<file path="config.mk">
export PLATFORM = sky130hd
export DESIGN_NAME = mul_pair_engine
export DESIGN_NICKNAME = d
export VERILOG_FILES = /design/src/rtl/mul_pair_engine.sv
export SDC_FILE = /design/constraint.sdc
export NUM_CORES = 1
export LEC_CHECK = 0
export BUFFER_PORTS_ARGS = -buffer_cell sky130_fd_sc_hd__buf_2
export CAP_MARGIN = 10
export CORE_MARGIN = 2
export CORE_UTILIZATION = 45
export CTS_BUF_LIST = sky130_fd_sc_hd__clkbuf_4
export DETAILED_ROUTE_END_ITERATION = 10
export PLACE_DENSITY = 0.68
export SYNTH_ARGS = -nofsm -noshare
export SYNTH_HDL_FRONTEND = slang
export SYNTH_SLANG_ARGS = --single-unit
</file>
<file path="constraint.sdc">
create_clock -name clk -period 3.8 [get_ports clk]
set_input_delay 0.38 -clock clk [delete_from_list [all_inputs] [get_ports clk]]
set_output_delay 0.38 -clock clk [all_outputs]
set_load 0.005 [all_outputs]
</file>
<file path="src/rtl/mul_pair_engine.sv">
// Start/done responder: reads NUM_PAIRS signed 16-bit operand pairs, multiplies each with a
// 16-cycle radix-2 Booth loop and writes the 32-bit products back MSB first.
// Optional MUL_EARLY_ZERO_EN: a pair with a zero operand skips the multiply loop.
module mul_pair_engine #(
  parameter int unsigned NUM_PAIRS = 16,
  parameter int unsigned SRC_BASE  = 0,
  parameter int unsigned DST_BASE  = 64
) (
  input  logic       clk,
  input  logic       reset,
  output logic [7:0] mem_addr,
  input  logic [7:0] mem_rd_data,
  output logic       mem_wr_en,
  output logic [7:0] mem_wr_data,
  output logic       busy,
  output logic       done
);

  typedef enum logic [1:0] {StLoad, StMul, StStore, StDone} state_e;

  localparam logic [7:0] SrcBase  = 8'(SRC_BASE);
  localparam logic [7:0] DstBase  = 8'(DST_BASE);
  localparam logic [3:0] LastPair = 4'(NUM_PAIRS - 1);

  state_e      state_q, state_d;
  logic [3:0]  cnt_q, cnt_d;
  logic [3:0]  pair_q, pair_d;
  logic [15:0] a_q, a_d;
  logic [7:0]  b_hi_q, b_hi_d;
  logic [16:0] hi_q, hi_d;
  logic [15:0] lo_q, lo_d;
  logic        qm1_q, qm1_d;
  logic [7:0]  addr_q, addr_d;
  logic        wr_en_q, wr_en_d;
  logic [7:0]  wr_data_q, wr_data_d;

  logic [15:0] b_full;
  logic [16:0] a_ext, acc;
  logic [16:0] hi_step;
  logic [15:0] lo_step;
  logic [31:0] prod_step, product;
  logic [3:0]  pair_inc;
  logic [7:0]  dst_addr, src_next;
  logic        skip_mul, last_pair;

  // B low byte is still on the bus during the last LOAD cycle.
  assign b_full    = {b_hi_q, mem_rd_data};
  assign a_ext     = {a_q[15], a_q};
  assign product   = {hi_q[15:0], lo_q};
  assign pair_inc  = pair_q + 4'd1;
  assign dst_addr  = DstBase + {2'b00, pair_q, 2'b00};
  assign src_next  = SrcBase + {2'b00, pair_inc, 2'b00};
  assign last_pair = (pair_q == LastPair);

`ifdef MUL_EARLY_ZERO_EN
  assign skip_mul = (a_q == 16'd0) || (b_full == 16'd0);
`else
  assign skip_mul = 1'b0;
`endif

  // One Booth iteration on the 17-bit high half, then arithmetic shift of {hi, lo, q-1}.
  always_comb begin
    unique case ({lo_q[0], qm1_q})
      2'b01:   acc = hi_q + a_ext;
      2'b10:   acc = hi_q - a_ext;
      default: acc = hi_q;
    endcase
    hi_step   = {acc[16], acc[16:1]};
    lo_step   = {acc[0], lo_q[15:1]};
    prod_step = {hi_step[15:0], lo_step};
  end

  always_ff @(posedge clk or posedge reset) begin
    if (reset) state_q <= StLoad;
    else       state_q <= state_d;
  end

  always_comb begin
    state_d = state_q;
    unique case (state_q)
      StLoad:  if (cnt_q == 4'd3)  state_d = skip_mul ? StStore : StMul;
      StMul:   if (cnt_q == 4'd15) state_d = StStore;
      StStore: if (cnt_q == 4'd3)  state_d = last_pair ? StDone : StLoad;
      StDone:  state_d = StDone;
      default: state_d = StLoad;
    endcase
  end

  always_comb begin
    pair_d    = pair_q;
    a_d       = a_q;
    b_hi_d    = b_hi_q;
    hi_d      = hi_q;
    lo_d      = lo_q;
    qm1_d     = qm1_q;
    addr_d    = addr_q;
    wr_en_d   = 1'b0;
    wr_data_d = wr_data_q;

    if (state_q == StDone)       cnt_d = cnt_q;
    else if (state_d != state_q) cnt_d = 4'd0;
    else                         cnt_d = cnt_q + 4'd1;

    unique case (state_q)
      StLoad: begin
        unique case (cnt_q[1:0])
          2'd0:    a_d[15:8] = mem_rd_data;
          2'd1:    a_d[7:0]  = mem_rd_data;
          2'd2:    b_hi_d    = mem_rd_data;
          default: ;
        endcase
        if (cnt_q != 4'd3) begin
          addr_d = addr_q + 8'd1;
        end else begin
          hi_d  = '0;
          lo_d  = skip_mul ? 16'd0 : b_full;
          qm1_d = 1'b0;
          if (skip_mul) begin
            addr_d    = dst_addr;
            wr_en_d   = 1'b1;
            wr_data_d = 8'h00;
          end
        end
      end
      StMul: begin
        hi_d  = hi_step;
        lo_d  = lo_step;
        qm1_d = lo_q[0];
        // Final iteration: the product MSB byte is launched together with the first store.
        if (cnt_q == 4'd15) begin
          addr_d    = dst_addr;
          wr_en_d   = 1'b1;
          wr_data_d = prod_step[31:24];
        end
      end
      StStore: begin
        if (cnt_q != 4'd3) begin
          addr_d  = addr_q + 8'd1;
          wr_en_d = 1'b1;
          unique case (cnt_q[1:0])
            2'd0:    wr_data_d = product[23:16];
            2'd1:    wr_data_d = product[15:8];
            default: wr_data_d = product[7:0];
          endcase
        end else begin
          wr_data_d = 8'h00;
          if (!last_pair) begin
            pair_d = pair_inc;
            addr_d = src_next;
          end
        end
      end
      default: ;
    endcase
  end

  always_ff @(posedge clk or posedge reset) begin
    if (reset) begin
      cnt_q     <= '0;
      pair_q    <= '0;
      a_q       <= '0;
      b_hi_q    <= '0;
      hi_q      <= '0;
      lo_q      <= '0;
      qm1_q     <= 1'b0;
      addr_q    <= SrcBase;
      wr_en_q   <= 1'b0;
      wr_data_q <= '0;
    end else begin
      cnt_q     <= cnt_d;
      pair_q    <= pair_d;
      a_q       <= a_d;
      b_hi_q    <= b_hi_d;
      hi_q      <= hi_d;
      lo_q      <= lo_d;
      qm1_q     <= qm1_d;
      addr_q    <= addr_d;
      wr_en_q   <= wr_en_d;
      wr_data_q <= wr_data_d;
    end
  end

  always_comb begin
    mem_addr    = addr_q;
    mem_wr_en   = wr_en_q;
    mem_wr_data = wr_data_q;
    done        = (state_q == StDone);
    busy        = (state_q != StDone) && !reset;
  end

endmodule
</file>
==> results.md, run 1 <==
- The post-route worst setup slack is 0.201 ns.
- In the routed design, unresolved DRC markers number 1.
- The critical path class is register to register.
- Timing would allow up to 278 MHz.
- The wire length of the first global-routing pass is 21.4 mm.
- Setup repair after global routing left no endpoint under its margin.
- After the first detailed-routing iteration, the DRC count stood at 383.
- The worst setup path is launched from a register.
- The final hold violation count is 0.
- The root buffer cell is sky130_fd_sc_hd__clkbuf_4.
- The quantity of hold-fixing buffers added after cts is 0.
- The detailed-route via count is 4677.
- The category of the worst setup path capture point is a register.
- The global-route usage over all layers is 0.209.
- The power per cell area is between 500 and 600 nW/µm².
- The number of max-cap violations is 0.
- Of all flip-flops after synthesis, the portion carrying an async set or reset was 1.00.
- The repair_antennas step left the layout with diodes totalling 0.
- In the synthesized netlist the dominant register cell turns out to be sky130_fd_sc_hd__dfrtp_1.
- The detail route stage leaves a number of antenna-violating nets equal to 0.
- The per-cell via count in the routed design is 6.12.
- The core footprint is between 10000 and 15000 µm².
- The synthesized area is 5430 µm².
- The flow ran to the end, but the final reports show violations.
- The worst setup slack before clock tree synthesis is 0.192 ns.
- Clock skew on the completed layout was measured at around 0.019 ns.
- Yosys mapped a number of flops with a built-in enable equal to 0.
- Entering global routing, the biggest net connects 60 pins.
- IR analysis of the VDD net gives a maximum drop of between 0.3 and 0.4 mV.
- The TritonCTS clock tree is built.
- The total routed wirelength is 13.4 mm.
- The share of post-route cells with drive strength above 1 is 0.141.
- The area of the die is 13000 µm².
- The share of the synthesized area in the top cell type is 0.387.
- The cell taking the most area after synthesis is sky130_fd_sc_hd__dfrtp_1.
- Pin placement for this block handled 29 I/O pins.
- Routability-driven placement finished with a final weighted congestion of 0.918.
- The simple logic cell fraction of the synthesized area is 0.163.
- The xor/xnor cell area share of the yosys netlist is 0.0419.
- For the pin with the worst max-slew slack, the measured transition is 1.08 ns.
- For the worst-skew pair, the clock arrives at the later sink with an insertion delay of 0.44 ns.
- The leakage power is 2.59 nW.
- The total half-perimeter wirelength after legalization and detailed placement is 9.88 mm.
- The distinct cell type count after synthesis is 62.
- The main combinational cell family by area after synthesis is compound AO/OA/AOI/OAI gates.
- The synthesized instance count is 599.
- The initial antenna violation count is 0.
- The floorplan step set the die height to roughly 110 µm.
- The fraction of the yosys area taken by sequential cells is 0.387.
- The net count of the finished layout is 652.
- The final reports fail on DRC.
- The aggregate negative setup slack is 0 ns.
- Of the total synthesized cell area, the portion taken by full adders, half adders and majority gates is 0.0705.
- The top cell types in the final layout, fill and taps aside, are sky130_fd_sc_hd__dfrtp_1 (84), sky130_fd_sc_hd__nand2_1 (63), sky130_fd_sc_hd__a21oi_1 (46).
- The count of port buffers added during placement is 28.
- The sink count of the clock tree is 84.
- The commonest non-fill, non-tap cell in the layout is sky130_fd_sc_hd__dfrtp_1.
- The number of endpoints failing setup at the final stage is 0.
- Total power for the finished layout comes to 3.11 mW.
- The total CTS buffers is 9.
- Dividing the detail-routed wire length by the instance count gives 17.6 µm.
- In this run the worst path has a maximum fanout of 8.
- STA puts the critical path data arrival time at ~3.9 ns.
- The initial utilization of the core area, before any placement, comes to 0.456.
- Measured against its own limit, the worst slew margin works out to 0.279.
- The via count of the first global-routing pass is 4265.
- The flip-flop and latch count after synthesis is 84.
- The mean area per synthesized cell is between 9 and 10 µm².
- The clock period minus final worst setup slack is 3.60 ns.
- Across all hold checks on the routed design, the worst slack comes to 0.139 ns.
- Clock-pin slew was measured on the worst setup and hold paths at 0.14 ns.
- The first TritonRoute pass finished after 9 iterations.
- The worst-case clock buffer depth is 2.
- The share of synthesized area spent on multiplexers is 0.0875.
- After synthesis, the cell types taking the most area are sky130_fd_sc_hd__dfrtp_1 (39%), sky130_fd_sc_hd__ha_1 (6.7%), sky130_fd_sc_hd__mux2_2 (5.6%), sky130_fd_sc_hd__nand2_1 (4.4%), sky130_fd_sc_hd__a21oi_1 (4.2%).
- The die boundary width is 114 µm.
- The worst hold path belongs to the class primary input to async pin.
- The post-synthesis to final-layout area growth is 7.95%.
- At the worst endpoint, the required time is between 4 and 5 ns.
- The share of the clock period used by the worst path after layout is 0.947.
- After filler insertion, the fill cell instance count of the layout stands at about 1100.
- In this run the core area contains 40 standard-cell rows.
- During synthesis, Yosys emitted a total of 0 warnings.
- The post-CTS setup buffer count is 0.
- The total overflow left after global routing is 0.
- The number of nets in the synthesized netlist is about 640.
- The number of max-slew violations in the final report was 0.
- CTS built an H-tree with a depth of 3.
- The area fraction in compound gates after synthesis is 0.212.
cells in the mapped netlist, types with 2 or more instances:
cell type	n
sky130_fd_sc_hd__o22ai_1	3
sky130_fd_sc_hd__a211oi_1	6
sky130_fd_sc_hd__nor4_1	3
sky130_fd_sc_hd__o31ai_1	6
sky130_fd_sc_hd__nand2_1	63
sky130_fd_sc_hd__mux2i_1	16
sky130_fd_sc_hd__dfrtp_1	84
sky130_fd_sc_hd__o221ai_1	3
sky130_fd_sc_hd__o21bai_1	3
sky130_fd_sc_hd__o211a_1	2
sky130_fd_sc_hd__nor3b_1	2
sky130_fd_sc_hd__clkbuf_1	31
sky130_fd_sc_hd__mux2_2	27
sky130_fd_sc_hd__nand3_1	10
sky130_fd_sc_hd__nor2_1	45
sky130_fd_sc_hd__a221o_1	3
sky130_fd_sc_hd__inv_1	21
sky130_fd_sc_hd__nor3_1	23
sky130_fd_sc_hd__o21a_1	2
sky130_fd_sc_hd__nor2b_1	5
sky130_fd_sc_hd__and2_1	2
sky130_fd_sc_hd__o22a_1	2
sky130_fd_sc_hd__a22o_1	13
sky130_fd_sc_hd__a32oi_1	3
sky130_fd_sc_hd__a31oi_1	8
sky130_fd_sc_hd__xor2_1	3
sky130_fd_sc_hd__o21ai_0	27
sky130_fd_sc_hd__o21ai_1	25
sky130_fd_sc_hd__nand2b_1	7
sky130_fd_sc_hd__xnor2_1	23
sky130_fd_sc_hd__and3_1	7
sky130_fd_sc_hd__ha_1	29
sky130_fd_sc_hd__or3_1	3
sky130_fd_sc_hd__a41oi_1	2
sky130_fd_sc_hd__a22oi_1	4
sky130_fd_sc_hd__a21o_1	9
sky130_fd_sc_hd__o31a_1	2
sky130_fd_sc_hd__a21oi_1	46
sky130_fd_sc_hd__nand4_1	3
worst max-delay path, cell delays in order (launching register included):
cell                       delay (ns)
sky130_fd_sc_hd__dfrtp_1         0.45
sky130_fd_sc_hd__nor4_4          0.32
sky130_fd_sc_hd__nand2_1         0.10
sky130_fd_sc_hd__nor4_2          0.31
sky130_fd_sc_hd__a21oi_1         0.14
sky130_fd_sc_hd__xnor2_1         0.20
sky130_fd_sc_hd__ha_1            0.36
sky130_fd_sc_hd__a21oi_1         0.33
sky130_fd_sc_hd__o21ai_1         0.17
sky130_fd_sc_hd__a21oi_1         0.20
sky130_fd_sc_hd__o21bai_1        0.11
sky130_fd_sc_hd__o211a_2         0.28
sky130_fd_sc_hd__nor4b_1         0.37
sky130_fd_sc_hd__nor3_1          0.11
flip-flops by register name, summed over array words and instances (netlist names):
name / flops
cnt_q: 4
a_q: 16
pair_q: 4
b_hi_q: 8
hi_q: 16
state_q: 2
lo_q: 16
mem_wr_data: 8
qm1_q: 1
mem_addr: 8
mem_wr_en: 1
path summary, 6_finish.rpt:
kind / start / to / slack (ns) / cells after the start
worst max-delay path: a_q[5] / mem_wr_data[7] / 0.20 / 13
worst min-delay path: reset / cnt_q[3] / 0.14 / 2
worst max register to register: a_q[5] / mem_wr_data[7] / 0.20 / 13
worst min register to register: qm1_q / qm1_q / 0.50 / 2
max in group asynchronous: reset / hi_q[9] / 2.77 / 3
min in group clk: mem_rd_data[0] / a_q[8] / 0.22 / 2
per-layer routing:
layer | global-route usage | up-vias | routed length, µm
li1 | - | 2209 | -
met3 | 0.0430 | 23 | 839
met5 | 0 | - | 0
met2 | 0.341 | 201 | 6210
met4 | 0.0569 | 0 | 256
met1 | 0.284 | 2244 | 6130
final cells by class:
class | instances | area, µm² | share of cell area
repair buffers | 35 | 193 | 0.0329
clock buffers | 10 | 75.1 | 0.0128
multi-input cells | 461 | 3130 | 0.534
inverters | 21 | 80.1 | 0.0137
well taps | 147 | 184 | 0.0314
flip-flops and latches | 84 | 2100 | 0.358
clock inverters | 6 | 97.6 | 0.0166
kinds of logic after synthesis:
group	after synthesis
AO/OA/AOI/OAI	179
XOR/XNOR	26
adder cells (fa/ha/maj)	30
buffers and inverters	54
flip-flops	84
multiplexers	44
AND/OR/NAND/NOR	182
power breakdown:
group	total, mW	internal, mW	switching (mW)
Combinational	1.22	0.534	0.685
Clock	0.618	0.282	0.335
Sequential	1.28	1.06	0.215
Total	3.11	1.88	1.24
timing repair:
| item | 4_1_cts | 5_1_grt |
|---|---|---|
| resized for setup | 0 | 1 |
| hold endpoints to repair | 0 | 0 |
| endpoints found under the setup margin | 0 | 3 |
metrics by stage:
| step | area, µm² | util | instances |
|---|---|---|---|
| 6_report | 5860 | 0.492 | 764 |
| 4_1_cts | 5860 | 0.492 | 764 |
| 3_5_place_dp | 5690 | 0.477 | 748 |
| 3_3_place_gp | 5690 | 0.477 | 748 |
| 2_1_floorplan | 5430 | - | 599 |
| 5_1_grt | 5860 | 0.492 | 764 |
Power figures use the tool's default switching activity.
==> run 2, diff against run 1 <==
--- a/config.mk
+++ b/config.mk
@@ -9,7 +9,6 @@
 export CAP_MARGIN = 10
 export CORE_MARGIN = 2
 export CORE_UTILIZATION = 45
-export CTS_BUF_LIST = sky130_fd_sc_hd__clkbuf_4
 export DETAILED_ROUTE_END_ITERATION = 10
 export PLACE_DENSITY = 0.68
 export SYNTH_ARGS = -nofsm -noshare
==> results.md, run 2 (synthesis results as in run 1) <==
- CTS placed an instance of sky130_fd_sc_hd__clkbuf_16 at the clock tree root.
- Setup repair after global routing left no endpoint under its margin.
- Buffers placed on the I/O ports in this run total 28.
- The placer's final routability congestion estimate is 0.918.
- The worst-case clock buffer depth is 2.
- The via count of the first global-routing pass is 4288.
- Compared with the post-synthesis result, the final layout area differs by 10.8%.
- The length of the first detailed-routing pass in iterations is 5.
- The post-route worst setup slack is about 0.25 ns.
- The share of total power consumed by net switching is 0.371.
- The per-cell via count in the routed design is 6.11.
- The critical path in this run is classified as register to register.
- In the global route stage, met2 resource usage came out at 0.347.
- The maximum level of the CTS H-tree is 3.
- In this run the critical register-to-register path is captured at mem_wr_data[7].
- The worst path arrival time is 3.76 ns.
- The count of nets left with antenna violations once routing finished came out at 0.
- The quantity of hold-fixing buffers added after cts is 0.
- From left edge to right edge, the die measures 114 µm.
- The worst min-delay path category is primary input to async pin.
- The initial utilization of the core area, before any placement, comes to 0.456.
- The core footprint is 11900 µm².
- Entering global routing, the biggest net connects 60 pins.
- During I/O placement, the number of pins put on the boundary was 29.
- Internal power comes to 2.18 mW.
- The final hold violation count is 0.
- The clock share of power is 0.279.
- The number of max-slew violations in the final report was 0.
- The total half-perimeter wirelength after legalization and detailed placement is roughly 10 mm.
- The headroom to the max-slew limit is 0.258.
- The required time of the critical path is 4.01 ns.
- On the final layout, the worst clock skew is 0.00855 ns.
- The initial antenna violation count is 0.
- The layout net count is between 600 and 700.
- Power spread over the standard cell area amounts to 576 nW/µm².
- The worst-case reg-to-reg path depth is 13.
- The kind of start point of the critical path is a register.
- Excluding fillers, the count of instances in the completed layout stands at 764.
- Clock latency on the worst-skew pair, taken at its later pin, is 0.35 ns.
- The routing usage on met1 is 0.288.
- The final global-route overflow total is 0.
- The share of total power in sequential cells is 0.369.
- The floorplan has 40 rows.
- Of the total power, combinational logic draws 0.352.
- The worst setup slack before clock tree synthesis is between 0.15 and 0.2 ns.
- Setup violations remaining at the end of the flow were counted as 0.
- The global-route met3 utilization is 0.0441.
- The category of the worst setup path capture point is a register.
- The number of max-cap violations is 0.
- The aggregate negative setup slack is 0 ns.
- Setup slack on the worst reg-to-reg path comes out at 0.25 ns.
- The die is around 110 µm tall.
- Clock tree synthesis inserted a total of 9 buffers.
- The number of DRC markers after the initial detailed-route iteration is 381.
- In the routed design, unresolved DRC markers number 0.
- In the final routed layout, each cell accounts on average for 17.9 µm.
- The clock period minus final worst setup slack is 3.55 ns.
- At the end of the flow the core is filled with cells to 0.505.
- The global-route usage over all layers is 0.213.
- Leaving out fill and tap cells, the most frequent cells in the layout are sky130_fd_sc_hd__dfrtp_1 (84), sky130_fd_sc_hd__nand2_1 (63), sky130_fd_sc_hd__a21oi_1 (46).
- The post-CTS clock slew at the launch and capture registers of the worst setup and hold paths is 0.06 ns.
- The share of post-route cells with drive strength above 1 is 0.139.
- TritonCTS built the clock tree.
- The startpoint identified for the worst register-to-register timing path is a_q[5].
- Along the worst path, the maximum fanout reaches 8.
- For this block, the via count after detailed routing is ~4700.
- The maximum ir drop on the vdd rail is 0.400 mV.
- The flow ran to the end, and the final reports show no timing, DRC or antenna violations.
- The number of placed instances with taps included is 748.
- The number of antenna diodes in the final layout is 0.
- The sink count of the clock tree is 84.
- The wire length of the first global-routing pass is 21.6 mm.
- At the pin with the least slew margin, the transition time is 1.08 ns.
- After detailed routing, the total wire length is roughly 14 mm.
- Derived from the worst setup path, the maximum achievable clock frequency is 282 MHz.
- The largest registers in the layout are a_q x16, hi_q x16, lo_q x16.
- The leakage power is 2.66 nW.
- In the finished design, the share of the clock period the worst path needs comes to 0.934.
- The global routing stage identified its most utilized layer as met2.
- In this run the power spent charging and discharging nets is roughly 1.3 mW.
- The die covers roughly 13000 µm².
- The commonest non-fill, non-tap cell in the layout is sky130_fd_sc_hd__dfrtp_1.
==> run 2: cell types whose count changed in the layout (fill, tap and decap cells not counted) <==
cell                        before  now
sky130_fd_sc_hd__clkbuf_4       10    0
sky130_fd_sc_hd__clkbuf_1        0    1
sky130_fd_sc_hd__clkbuf_16       0    9
==> run 2: what timing repair did <==
| action | CTS | global route |
|---|---|---|
| endpoints found under the setup margin | 0 | 3 |
| gates resized for setup | 0 | 1 |
| setup buffers | 0 | 0 |
==> run 2: worst max-delay path by stage <==
stage / from / endpoint / depth (start not counted)
3_3_place_gp: a_q[5] / mem_wr_data[7] / 13
3_5_place_dp: a_q[5] / mem_wr_data[7] / 13
5_1_grt: a_q[5] / mem_wr_data[7] / 13
4_1_cts: a_q[5] / mem_wr_data[7] / 13
6_report: a_q[5] / mem_wr_data[7] / 13
2_1_floorplan: a_q[5] / hi_q[15] / 14
==> run 2: metal layers <==
layer / routed length, µm / share of wire
met5: 0 / 0
met4: 242 / 0.018
met3: 834 / 0.061
met2: 6410 / 0.47
met1: 6220 / 0.45
==> run 2: worst max-delay path, stage by stage (launching register included) <==
cell and delay, ns:
sky130_fd_sc_hd__dfrtp_1 0.42, sky130_fd_sc_hd__nor4_4 0.32, sky130_fd_sc_hd__nand2_1 0.10, sky130_fd_sc_hd__nor4_2 0.32, sky130_fd_sc_hd__a21oi_1 0.15, sky130_fd_sc_hd__xnor2_1 0.16, sky130_fd_sc_hd__ha_1 0.40, sky130_fd_sc_hd__a21oi_1 0.34
sky130_fd_sc_hd__o21ai_1 0.15, sky130_fd_sc_hd__a21oi_1 0.18, sky130_fd_sc_hd__o21bai_1 0.11, sky130_fd_sc_hd__o211a_2 0.28, sky130_fd_sc_hd__nor4b_1 0.37, sky130_fd_sc_hd__nor3_1 0.11
==> run 2: final cells by class <==
type	count	area, µm²
Fill cell	1092	5890
Multi-Input combinational cell	461	3130
Sequential cell	84	2100
Clock buffer	10	229
Timing Repair Buffer	35	193
Tap cell	147	184
Clock inverter	6	97.6
Inverter	21	80.1
==> run 2: power groups by stage <==
stage	Clock [mW]	Combinational, mW	Sequential [mW]
finish	0.967	1.22	1.28
global route	1.00	1.36	1.30
CTS	0.977	1.21	1.27
detailed placement	0	1.20	1.29
global placement	0	1.17	1.28
floorplan	0	0.966	1.20
==> run 2: metrics by stage <==
step / hold slack, ns / power [mW] / area (µm²)
CTS: 0.290 / 3.46 / 6010
floorplan: 0.456 / 2.16 / 5430
global route: 0.340 / 3.66 / 6020
global placement: 0.473 / 2.45 / 5690
finish: 0.248 / 3.47 / 6020
detailed placement: 0.476 / 2.48 / 5690
